==> src/rtl/pipe_seg_buf.sv <==
// rtl/pipe_seg_buf.sv - elastic in-order segment buffer between two pipeline stages
//
// Carries an opaque DW-bit payload through a DEPTH-entry FIFO with valid/ready
// on both sides, plus stall (freeze) and refresh (flush) controls.
//
// Ports:
//   clk, resetn          clock, synchronous active-low reset
//   stall                freeze: no push, no pop, state held
//   refresh              synchronous flush of all entries
//   in_valid/in_data     upstream payload, accepted when in_ready
//   in_ready             buffer can accept this cycle
//   out_valid/out_data   head entry
//   out_ready            downstream consumes the head
//   count                number of valid entries (0..DEPTH)
module pipe_seg_buf #(
  parameter int DW = 128,
  parameter int DEPTH = 2,
  parameter bit CLR_DATA = 1'b1,
  localparam int CW = $clog2(DEPTH + 1)
) (
  input  logic          clk,
  input  logic          resetn,
  input  logic          stall,
  input  logic          refresh,
  input  logic          in_valid,
  input  logic [DW-1:0] in_data,
  output logic          in_ready,
  output logic          out_valid,
  output logic [DW-1:0] out_data,
  input  logic          out_ready,
  output logic [CW-1:0] count
);

  localparam int PW = (DEPTH > 1) ? $clog2(DEPTH) : 1;
  localparam logic [PW-1:0] LAST_PTR = PW'(DEPTH - 1);
  localparam logic [CW-1:0] FULL_CNT = CW'(DEPTH);

  logic [DW-1:0] mem [DEPTH];
  logic [PW-1:0] rd_ptr;
  logic [PW-1:0] wr_ptr;
  logic [CW-1:0] count_q;
  logic          push;
  logic          pop;

  // Explicit wrap so non-power-of-two depths work.
  function automatic logic [PW-1:0] next_ptr(input logic [PW-1:0] p);
    return (p == LAST_PTR) ? '0 : p + 1'b1;
  endfunction

  // in_ready looks only at registered occupancy: a pop while full frees the
  // slot next cycle, which keeps out_ready off the upstream ready path.
  assign in_ready  = !stall && (count_q < FULL_CNT);
  assign out_valid = (count_q != '0);
  assign out_data  = mem[rd_ptr];
  assign count     = count_q;

  assign push = in_valid && in_ready;
  assign pop  = out_valid && out_ready && !stall;

  always_ff @(posedge clk) begin
    if (!resetn) begin
      count_q <= '0;
      rd_ptr  <= '0;
      wr_ptr  <= '0;
      for (int i = 0; i < DEPTH; i++) mem[i] <= '0;
    end else if (refresh) begin
      // Flush wins over stall and any concurrent push/pop.
      count_q <= '0;
      rd_ptr  <= '0;
      wr_ptr  <= '0;
      if (CLR_DATA) begin
        for (int i = 0; i < DEPTH; i++) mem[i] <= '0;
      end
    end else begin
      // push and pop never target the same entry: push needs count<DEPTH and
      // pop needs count>0, so wr_ptr != rd_ptr whenever both fire.
      if (pop) begin
        if (CLR_DATA) mem[rd_ptr] <= '0;
        rd_ptr <= next_ptr(rd_ptr);
      end
      if (push) begin
        mem[wr_ptr] <= in_data;
        wr_ptr      <= next_ptr(wr_ptr);
      end
      if (push && !pop) count_q <= count_q + 1'b1;
      else if (pop && !push) count_q <= count_q - 1'b1;
    end
  end

  always_ff @(posedge clk) begin
    if (resetn) begin
      assert (count_q <= FULL_CNT);
      assert (!(push && (count_q == FULL_CNT)));
      assert (!(pop && (count_q == '0)));
    end
  end

endmodule

==> config.mk <==
export PLATFORM = sky130hd
export DESIGN_NAME = pipe_seg_buf
export DESIGN_NICKNAME = d
export VERILOG_FILES = /design/src/rtl/pipe_seg_buf.sv
export SDC_FILE = /design/constraint.sdc
export NUM_CORES = 1
export LEC_CHECK = 0
export CORE_ASPECT_RATIO = 0.5
export CORE_MARGIN = 1
export CORE_UTILIZATION = 45
export DETAILED_ROUTE_END_ITERATION = 7
export PLACE_DENSITY = 0.84
export SETUP_SLACK_MARGIN = 0.1
export SLEW_MARGIN = 15
export SYNTH_ARGS = -nofsm -noshare
export SYNTH_HDL_FRONTEND = slang
export SYNTH_SLANG_ARGS = --single-unit
==> constraint.sdc <==
create_clock -name clk -period 13.6 [get_ports clk]
set_input_delay 2.72 -clock clk [delete_from_list [all_inputs] [get_ports clk]]
set_output_delay 2.72 -clock clk [all_outputs]
set_load 0.005 [all_outputs]
# Word level (Yosys, flattened, before mapping)
# Memory sizes are Yosys's and may differ from the RTL's. A register that Yosys moved wholly into a read port is not among the register bits.
# Index checks and enable logic that the tools add are counted.
[classes]
addsub = 4
n_lt_le_gt_ge = 1
n_mux = 26
bitwise = 3
reduce_logical = 14
[op_table]
columns = ["op", "count"]
rows = [
  ["$mux 128", 4],
  ["$reduce_or 128->1", 2],
  ["$mux 1", 20],
  ["$logic_and 1x1->1", 6],
  ["$mux 2", 2],
  ["$reduce_bool 2->1", 2],
  ["$logic_not 1->1", 3],
  ["$add 1x1->1 const B", 2],
  ["$add 2x1->2 const B", 1],
  ["$lt 2x2->1 const B", 1],
  ["$or 1x1->1", 2],
  ["$reduce_or 2->1", 1],
  ["$sub 2x1->2 const B", 1],
  ["$not 1->1", 1],
]
[totals]
ff_bits = 4
mem_bits_rw = 256
input_bits = 134
mem_count = 1
[mem_list]
columns = ["memory", "depth", "word_bits", "rd", "rd_ports_with_merged_regs", "write_ports", "line_no", "text"]
rows = [
  ["mem", 2, 128, 1, 1, 2, "38", "logic [DW-1:0] mem [DEPTH];"],
]

# Logic depth before layout (Yosys ltp)
# Gate-level depths: netlist of the first run.
[depth]
depth_word = 9
ltp_mapped = 6

# Worst setup path after synthesis of the first run
# Ideal clock, no wire load.
[synth_timing]
path_type = "input to register"
start = "input stall"
end = "memory mem[1][0] (enable)"
arrival_ns = 12.099
t_required_ns = 12.808
slack_ns = 0.709
cell_stages = 3
n_path_buf = 0
path_cell_list = "nand2b_1 or2_2 o21ai_0"
[synth_rtl]
columns = ["item", "line_no", "text"]
rows = [
  ["from (decl)", "23", "input logic stall,"],
  ["to (decl)", "38", ""],
]

# Worst setup path in the final report of the first run
[layout_timing]
start = "input stall"
end = "output in_ready"
[layout_between]
elab_chain_cells = 2
[layout_rtl]
columns = ["item", "line_no", "text"]
rows = [
  ["$logic_not 1->1", "52", "assign in_ready = !stall && (count_q < FULL_CNT);"],
  ["$logic_and 1x1->1", "52", ""],
  ["to (decl)", "27", "output logic in_ready,"],
]
# Every way passes these cells.

==> results.py, run 1 <==
metrics = {
    "sta": {
        "tightest_slew_ns": 1.03,
        "hold_viol": 0,
        "holdWs_ns": 0.546,
        "setup_viol": 0,
        "fin_ws_ns": 7.00,
        "relSlewSlack_pct": 31.3,
        "rsz0062_at_grt": "no",
        "final_max_slew_viol_count": 0,
        "finalCritPeriodShare_pct": 48.5,
        "post-route-min-period_ns": 6.60,
        "clock.fmax_ghz": 0.152,
        "clock_skew_ns": 0.0141,
        "tns_ns": 0,
    },
    "cts": {
        "postCtsHoldBufs": 0,
        "worst_skew_pair.late_latency_ns": 0.52,
        "path_clk_slew_ns": 0.06,
        "cts_root_buffer": "clkbuf_16",
        "h-tree-depth": 1,
        "cts_tree": "yes",
        "cts_buffers": 24,
        "cts_buffer_depth": 3,
        "cts-resized-gates": 0,
        "cts_sinks": 261,
        "post_cts_buffers": 0,
    },
    "layout": {
        "final.fill_count": 1818,
        "area_growth_pct": 32.6,
        "drive_gt1_share_pct": 17.6,
        "nNetsFinal": 1109,
        "utilization_pct": 61.6,
    },
    "power": {
        "cellPowerDensity_nw_per_um2": 116,
        "p_leak_nw": 5.73,
        "peakVddDrop_v": 0.0000673,
    },
    "route": {
        "wl_mm": 25.4,
        "vias": 6590,
        "ant_nets": 0,
        "initialDrtViolationCount": 416,
        "wl_per_cell_um": 19.1,
        "routed_via_density": 4.96,
        "drt_first_pass_iters": 4,
        "drc": 0,
    },
    "die": {
        "core_area_um2": 24300,
        "core.rowCount": 40,
        "die_w_um": 226,
        "io_pins": 266,
        "start_util_pct": 46.4,
        "fp.dieArea_um2": 25700,
        "fp.dieH_um": 114,
    },
    "yosys": {
        "synth_area_leaders": "edfxtp_1, and2_1, mux2_2",
        "synth_edf_count": 256,
        "synth-seq-cells": 261,
        "synthArstFlopShare_pct": 0,
        "synth_cell_type_count": 25,
        "syn_nets": 853,
        "yosysTopAreaCell": "edfxtp_1",
        "syn_area_per_cell_um2": 15.7,
        "synth_flop_cell": "edfxtp_1",
        "yosysSeqAreaShare_pct": 69.1,
        "syn-cell-area_um2": 11300,
        "synth_top_cell_area_share_pct": 68.2,
        "synth_warnings": 0,
        "syn_inst": 718,
    },
    "worst_hold_path": {
        "min_path_type": "flop to flop",
    },
    "worst_setup_path": {
        "path_buf_inv": 2,
        "slowest_delay_ns": 0.54,
        "startpoint_type": "input port",
        "path_common_cell": "clkdlybuf4s50_1",
        "cp_max_fo": 4,
        "endpoint_kind": "primary output",
        "required_ns": 10.88,
        "path_class": "input port to primary output",
        "critPathSlowestCell": "clkdlybuf4s50_1",
        "path_delay_family": "buffers and inverters",
        "worstPathArrival_ns": 3.88,
        "crit_chain": "clkdlybuf4s50_1, nor2_1, clkdlybuf4s50_1",
    },
    "global_route": {
        "grt_pass1_vias": 6952,
        "grt_pass1_wl_mm": 38.4,
        "grt_use_total_pct": 19.6,
        "grt_max_degree": 115,
        "antenna_found_initial": 1,
        "overflow": 0,
    },
    "flow_run": {
        "max_cap_violations": 0,
    },
    "run_status": {
        "status": "completed",
    },
    "place": {
        "port_buffers": 265,
        "gp_congestion": 0.754,
        "dp_hpwl_mm": 16.3,
        "pre_cts_ws_ns": 6.99,
    },
}
==> worst min-delay path, delay by kind of cell (launching register included) <==
family	cells	cell delay, ns
flops	1	0.33
compound gates	2	0.18
==> layer usage <==
layer	part of all wire, %	GRT usage (%)
met1	39	22.6
met2	54	36.1
met3	3.4	3.19
met4	4.0	8.48
met5	0	0
==> cell families after synthesis <==
logic type | after synthesis | synth area share (%)
and+or+nand+nor | 271 | 15.3
DFF | 261 | 69.1
muxes | 128 | 12.8
buffers and inverters | 46 | 2.11
AOI/OAI and AO/OA | 8 | 0.355
xor gates and xnor gates | 3 | 0.233
adders and majority gates | 1 | 0.111
==> registers in the layout, indices dropped and copies added, names as in the netlist, named ones only <==
signal	cells
mem	256
count	2
rd_ptr	1
wr_ptr	1
==> through the flow <==
stage                     std cells  cell area [µm²]  power (W)
after global routing           1328            14900    0.00179
after floorplan                 718            11300    0.00101
after global placement         1284            14200    0.00111
final                          1328            14900    0.00174
after CTS                      1327            14900    0.00176
after detailed placement       1284            14200    0.00112
==> cells in the final DEF (no fill, tap or decap), types with 4 or more instances in the layout <==
| cell | synthesis | layout |
|---|---|---|
| and2_1 | 248 | 248 |
| mux2_2 | 128 | 128 |
| nor2_1 | 4 | 4 |
| a21oi_1 | 5 | 5 |
| clkdlybuf4s50_1 | 0 | 265 |
| clkinv_1 | 0 | 4 |
| dfxtp_1 | 5 | 4 |
| edfxtp_1 | 256 | 256 |
| nor4b_1 | 7 | 7 |
| buf_4 | 2 | 8 |
| clkbuf_1 | 15 | 7 |
| clkbuf_16 | 0 | 25 |
==> cells in the mapped netlist (all sizes together) (2+ instances only) <==
cell,count
or3,2
o21ai,3
dfxtp,5
buf,19
and2,248
nand2b,2
nand2,2
inv,3
a21oi,5
clkbuf,24
mux2,128
nor2,4
nor3,3
nor4b,7
xor2,2
edfxtp,256
==> final cells by class <==
| cell class | count | area (µm²) | share of cell area (%) |
|---|---|---|---|
| multi-input combinational | 411 | 3270 | 21.9 |
| sequential | 261 | 7790 | 52.1 |
| timing repair buffer | 273 | 2710 | 18.2 |
| clock inverter | 8 | 38.8 | 0.260 |
| inverter | 3 | 11.3 | 0.0754 |
| clock buffer | 35 | 693 | 4.64 |
| antenna | 1 | 2.50 | 0.0167 |
| tap | 336 | 420 | 2.81 |
==> worst paths after layout <==
check	startpoint	endpoint	slack (ns)	cells past startpoint
setup / recovery	stall	in_ready	7.00	3
hold / removal	rd_ptr	flop	0.55	2
setup reg to reg	count[1]	mem[1][55]	9.70	5
hold reg to reg	rd_ptr	flop	0.55	2
==> where the power goes <==
part | total [W] | internal (W) | switching [W]
combinational | 0.000162 | 0.000102 | 0.0000606
clock | 0.000640 | 0.000353 | 0.000287
sequential | 0.000937 | 0.000924 | 0.0000124
total | 0.00174 | 0.00138 | 0.000360
Note: power is estimated with default switching activity, not from simulation.
==> run 2: changes to the inputs <==
==> constraint.sdc (replaced) <==
create_clock -name clk -period 5.4 [get_ports clk]
set_input_delay 1.08 -clock clk [delete_from_list [all_inputs] [get_ports clk]]
set_output_delay 1.08 -clock clk [all_outputs]
set_load 0.005 [all_outputs]
==> run 2 against run 1 <==
Hold slack got worse by 0.0059 ns. Cell count up 0.30%. Die area unchanged. Total power grew to 2.6 times the previous value. Critical path depth unchanged. Clock skew rose by 0.0088 ns. Flip-flop and latch count stayed put. Combinational power increased to 2.5 times the previous value. Clock power increased to 2.7 times the previous value. Via count shrank 0.61%. Sequential power rose to 2.5 times the previous value. Highest routed layer unchanged.
==> results.py, run 2 (synthesized netlist as in run 1, its figures left out) <==
metrics = {
    "cts": {
        "cts_buffers": 25,
        "cts_buffer_depth": 3,
        "cts_root_buffer": "clkbuf_16",
        "cts_tree": "yes",
        "post_cts_buffers": 0,
        "h-tree-depth": 1,
        "cts_sinks": 261,
        "path_clk_slew_ns": 0.06,
        "cts-resized-gates": 0,
        "postCtsHoldBufs": 0,
        "worst_skew_pair.late_latency_ns": 0.53,
    },
    "global_route": {
        "overflow": 0,
        "grt_max_degree": 109,
        "grt_pass1_vias": 6860,
        "antenna_found_initial": 4,
        "grt_use_total_pct": 19.0,
        "grt_pass1_wl_mm": 37.3,
    },
    "power": {
        "intPower_w": 0.00358,
        "p_leak_nw": 5.77,
        "clkPwrFrac_pct": 38.5,
        "p_sw_share_pct": 20.4,
        "cellPowerDensity_nw_per_um2": 299,
        "switching_power_w": 0.000920,
        "seqPwrFrac_pct": 52.4,
        "combPwrFrac_pct": 9.0,
        "peakVddDrop_v": 0.000164,
    },
    "route": {
        "routed_via_density": 4.92,
        "drc": 0,
        "initialDrtViolationCount": 369,
        "ant_nets": 0,
        "vias": 6550,
        "wl_mm": 24.7,
        "wl_per_cell_um": 18.5,
        "drt_first_pass_iters": 6,
    },
    "worst_setup_path": {
        "r2r_slack_ns": 2.45,
        "endpoint_kind": "primary output",
        "rr_worst_depth": 4,
        "required_ns": 4.32,
        "cp-endpoint": "out_data[55]",
        "worstPathArrival_ns": 2.78,
        "startpoint_type": "flop",
        "timing.rr.start": "count[1]",
        "cp_max_fo": 67,
        "r2r_end": "mem[1][77]",
        "path_class": "flop to primary output",
    },
    "sta": {
        "tns_ns": 0,
        "tightest_slew_ns": 0.951,
        "hold_viol": 0,
        "setup_viol": 0,
        "clock.fmax_ghz": 0.259,
        "relSlewSlack_pct": 36.6,
        "rsz0062_at_grt": "no",
        "finalCritPeriodShare_pct": 71.4,
        "final_max_slew_viol_count": 0,
        "post-route-min-period_ns": 3.86,
        "clock_skew_ns": 0.0229,
    },
    "place": {
        "dp.cells": 1284,
        "dp_hpwl_mm": 15.7,
        "gp_congestion": 0.760,
        "port_buffers": 265,
    },
    "layout": {
        "top_register": "mem",
        "largest_register_ffs": 256,
        "area_growth_pct": 33.6,
        "finalNonFillerCells": 1332,
        "final_common_cell": "clkdlybuf4s50_1",
        "mostFrequentLayoutCells": "clkdlybuf4s50_1, edfxtp_1, and2_1",
        "drive_gt1_share_pct": 17.9,
        "final.fill_count": 1749,
        "nNetsFinal": 1110,
    },
    "die": {
        "start_util_pct": 46.4,
        "io_pins": 266,
        "core.rowCount": 40,
        "core_area_um2": 24300,
        "die_w_um": 226,
        "fp.dieH_um": 114,
        "fp.dieArea_um2": 25700,
    },
    "flow_run": {
        "max_cap_violations": 0,
    },
    "run_status": {
        "status": "completed",
    },
    "worst_hold_path": {
        "min_path_type": "flop to flop",
    },
}
==> run 2: worst max-delay path, stage by stage (launching register included) <==
cell	delay [ns]
dfxtp_4	0.90
buf_12	0.38
mux2_2	0.38
clkdlybuf4s50_1	0.50
==> run 2: worst min-delay path by stage <==
stage           start      to  cells after the start
2_1_floorplan  rd_ptr    flop                      2
3_3_place_gp   rd_ptr  rd_ptr                      2
3_5_place_dp   rd_ptr    flop                      2
4_1_cts        rd_ptr  rd_ptr                      2
5_1_grt        rd_ptr    flop                      2
6_report       rd_ptr    flop                      2
==> run 2: final cells by class <==
class	count	area [µm²]	share of cell area, %
Antenna cell	4	10.0	0.0665
Clock buffer	29	641	4.26
Clock inverter	15	154	1.02
Inverter	3	11.3	0.0748
Multi-Input combinational cell	411	3260	21.7
Sequential cell	261	7790	51.8
Tap cell	336	420	2.79
Timing Repair Buffer	273	2760	18.4
==> run 2: routing by layer <==
layer	part of all wire, %	up-vias	global-route usage (%)
met5	0	-	0
met4	4.4	0	8.93
met3	3.2	56	3.37
li1	-	3095	-
met1	39	3272	22.4
met2	53	127	33.9
==> run 2: power by group through the flow <==
stage	registers, W	logic (W)	clock network (W)
detailed placement	0.00240	0.000408	0
floorplan	0.00240	0.000136	0
global placement	0.00239	0.000404	0
global route	0.00237	0.000433	0.00184
CTS	0.00236	0.000412	0.00177
finish	0.00236	0.000407	0.00173
==> run 2: metrics by stage <==
| stage | power [W] | setup WS (ns) | hold WS (ns) | util, % | instance area [µm²] |
|---|---|---|---|---|---|
| global placement | 0.00280 | 1.75 | 0.529 | 58.7 | 14200 |
| global route | 0.00464 | 1.39 | 0.586 | 62.0 | 15100 |
| finish | 0.00450 | 1.54 | 0.540 | 62.0 | 15100 |
| CTS | 0.00454 | 1.48 | 0.549 | 62.0 | 15000 |
| floorplan | 0.00253 | 0.617 | 0.499 | - | 11300 |
| detailed placement | 0.00281 | 1.65 | 0.534 | 58.7 | 14200 |
==> run 3: changes to the inputs <==
--- a/config.mk
+++ b/config.mk
@@ -9,7 +9,7 @@
 export CORE_MARGIN = 1
 export CORE_UTILIZATION = 45
 export DETAILED_ROUTE_END_ITERATION = 7
-export PLACE_DENSITY = 0.84
+export PLACE_DENSITY = 0.81
 export SETUP_SLACK_MARGIN = 0.1
 export SLEW_MARGIN = 15
 export SYNTH_ARGS = -nofsm -noshare
==> constraint.sdc (replaced) <==
create_clock -name clk -period 4 [get_ports clk]
set_input_delay 0.8 -clock clk [delete_from_list [all_inputs] [get_ports clk]]
set_output_delay 0.8 -clock clk [all_outputs]
set_load 0.005 [all_outputs]
==> run 3 against run 2 <==
Clock-buffer cell count grew 1. Clock power grew 42%. Design area grew 0.71%. Critical path type unchanged. Highest routed layer unchanged.
==> results.py, run 3 (synthesized netlist as in run 1, its figures left out) <==
metrics = {
    "place": {
        "pre_cts_ws_ns": 0.877,
        "gp_congestion": 0.775,
        "dp_hpwl_mm": 15.9,
        "detailed_place.area_um2": 14300,
        "port_buffers": 265,
    },
    "global_route": {
        "grt_pass1_wl_mm": 38.2,
        "overflow": 0,
        "grt_use_total_pct": 19.3,
        "antenna_found_initial": 2,
        "grt_pass1_vias": 7008,
        "grt_max_degree": 98,
    },
    "worst_setup_path": {
        "cp_max_fo": 50,
        "critPathSlowestCell": "dfxtp_4",
        "worstPathArrival_ns": 2.55,
        "required_ns": 3.20,
        "crit_chain": "buf_12, mux2_2, clkdlybuf4s50_1",
        "slowest_delay_ns": 0.83,
        "startpoint_type": "flop",
        "path_class": "flop to primary output",
        "endpoint_kind": "primary output",
        "path_delay_family": "flip-flops",
        "path_buf_inv": 2,
    },
    "sta": {
        "tns_ns": 0,
        "clock_skew_ns": 0.0143,
        "fin_ws_ns": 0.652,
        "tightest_slew_ns": 0.785,
        "setup_viol": 0,
        "clock.fmax_ghz": 0.299,
        "rsz0062_at_grt": "no",
        "hold_viol": 0,
        "post-route-min-period_ns": 3.35,
        "final_max_slew_viol_count": 0,
        "finalCritPeriodShare_pct": 83.7,
        "relSlewSlack_pct": 47.7,
    },
    "power": {
        "cellPowerDensity_nw_per_um2": 408,
        "peakVddDrop_v": 0.000233,
        "p_leak_nw": 5.82,
        "p_total_w": 0.00619,
    },
    "route": {
        "routed_via_density": 4.94,
        "wl_per_cell_um": 18.7,
        "initialDrtViolationCount": 470,
        "ant_nets": 0,
        "vias": 6590,
        "drc": 0,
        "drt_first_pass_iters": 4,
        "wl_mm": 25.0,
    },
    "cts": {
        "cts_buffers": 25,
        "path_clk_slew_ns": 0.06,
        "post_cts_buffers": 0,
        "worst_skew_pair.late_latency_ns": 0.53,
        "cts_tree": "yes",
        "cts_buffer_depth": 3,
        "cts-resized-gates": 0,
        "cts_root_buffer": "clkbuf_16",
        "postCtsHoldBufs": 0,
        "h-tree-depth": 1,
        "cts_sinks": 261,
    },
    "layout": {
        "mostFrequentLayoutCells": "clkdlybuf4s50_1, edfxtp_1, and2_1",
        "drive_gt1_share_pct": 18.6,
        "nNetsFinal": 1114,
        "area_growth_pct": 34.5,
        "utilization_pct": 62.5,
        "design_area_um2": 15200,
        "final_common_cell": "clkdlybuf4s50_1",
        "top_register": "mem",
        "largest_register_ffs": 256,
        "final.fill_count": 1769,
    },
    "die": {
        "core_area_um2": 24300,
        "die_w_um": 226,
        "start_util_pct": 46.4,
        "fp.dieH_um": 114,
        "core.rowCount": 40,
        "fp.dieArea_um2": 25700,
        "io_pins": 266,
    },
    "run_status": {
        "status": "completed",
    },
    "worst_hold_path": {
        "min_path_type": "flop to flop",
    },
    "flow_run": {
        "max_cap_violations": 0,
    },
}
run 3: cell count changes in the layout (fill, tap and decap cells not counted):
cell and delta:
buf_12 +2, buf_4 +2, bufinv_16 +1, clkbuf_1 -1, clkbuf_8 +2, clkinv_1 -1, clkinvlp_4 +1, diode_2 -2
inv_6 -1, nand2_4 -1, nand2_8 +1
run 3: metrics by stage:
step	hold slack (ns)	instances
floorplan	0.499	718
global placement	0.520	1288
detailed placement	0.576	1288
CTS	0.591	1333
global route	0.611	1335
finish	0.583	1335
run 3: layer usage:
metal  track usage (%)  wire (µm)
met2              34.2      13200
met4              7.98        982
met3              3.17        747
met5                 0          0
met1              23.6      10100
run 3: cell type report:
type                    instances  area, µm²  share of cell area [%]
clock buffers                  30        664                    4.38
repair buffers                277       2820                    18.6
clock inverters                15        179                    1.18
diodes                          2       5.00                  0.0330
multi-input cells             411       3270                    21.6
flip-flops and latches        261       7790                    51.4
well taps                     336        420                    2.77
inverters                       3       11.3                  0.0743
run 3: path summary, 6_finish.rpt:
path	cells past startpoint	from	endpoint	slack (ns)
max	3	flop	out_data[105]	0.65
min	2	count[0]	count[0]	0.58
max reg2reg	4	count[1]	mem[0][77]	1.42
min reg2reg	2	count[0]	count[0]	0.58
run 3: power by group:
group | switching, W | internal, W
logic | 0.000205 | 0.000353
registers | 0.0000417 | 0.00314
clock network | 0.00101 | 0.00144
total | 0.00125 | 0.00494
run 3: worst min-delay path, stage by stage (launching register included):
cell and delay (ns):
dfxtp_1 0.35, xor2_1 0.14, nor2_1 0.05
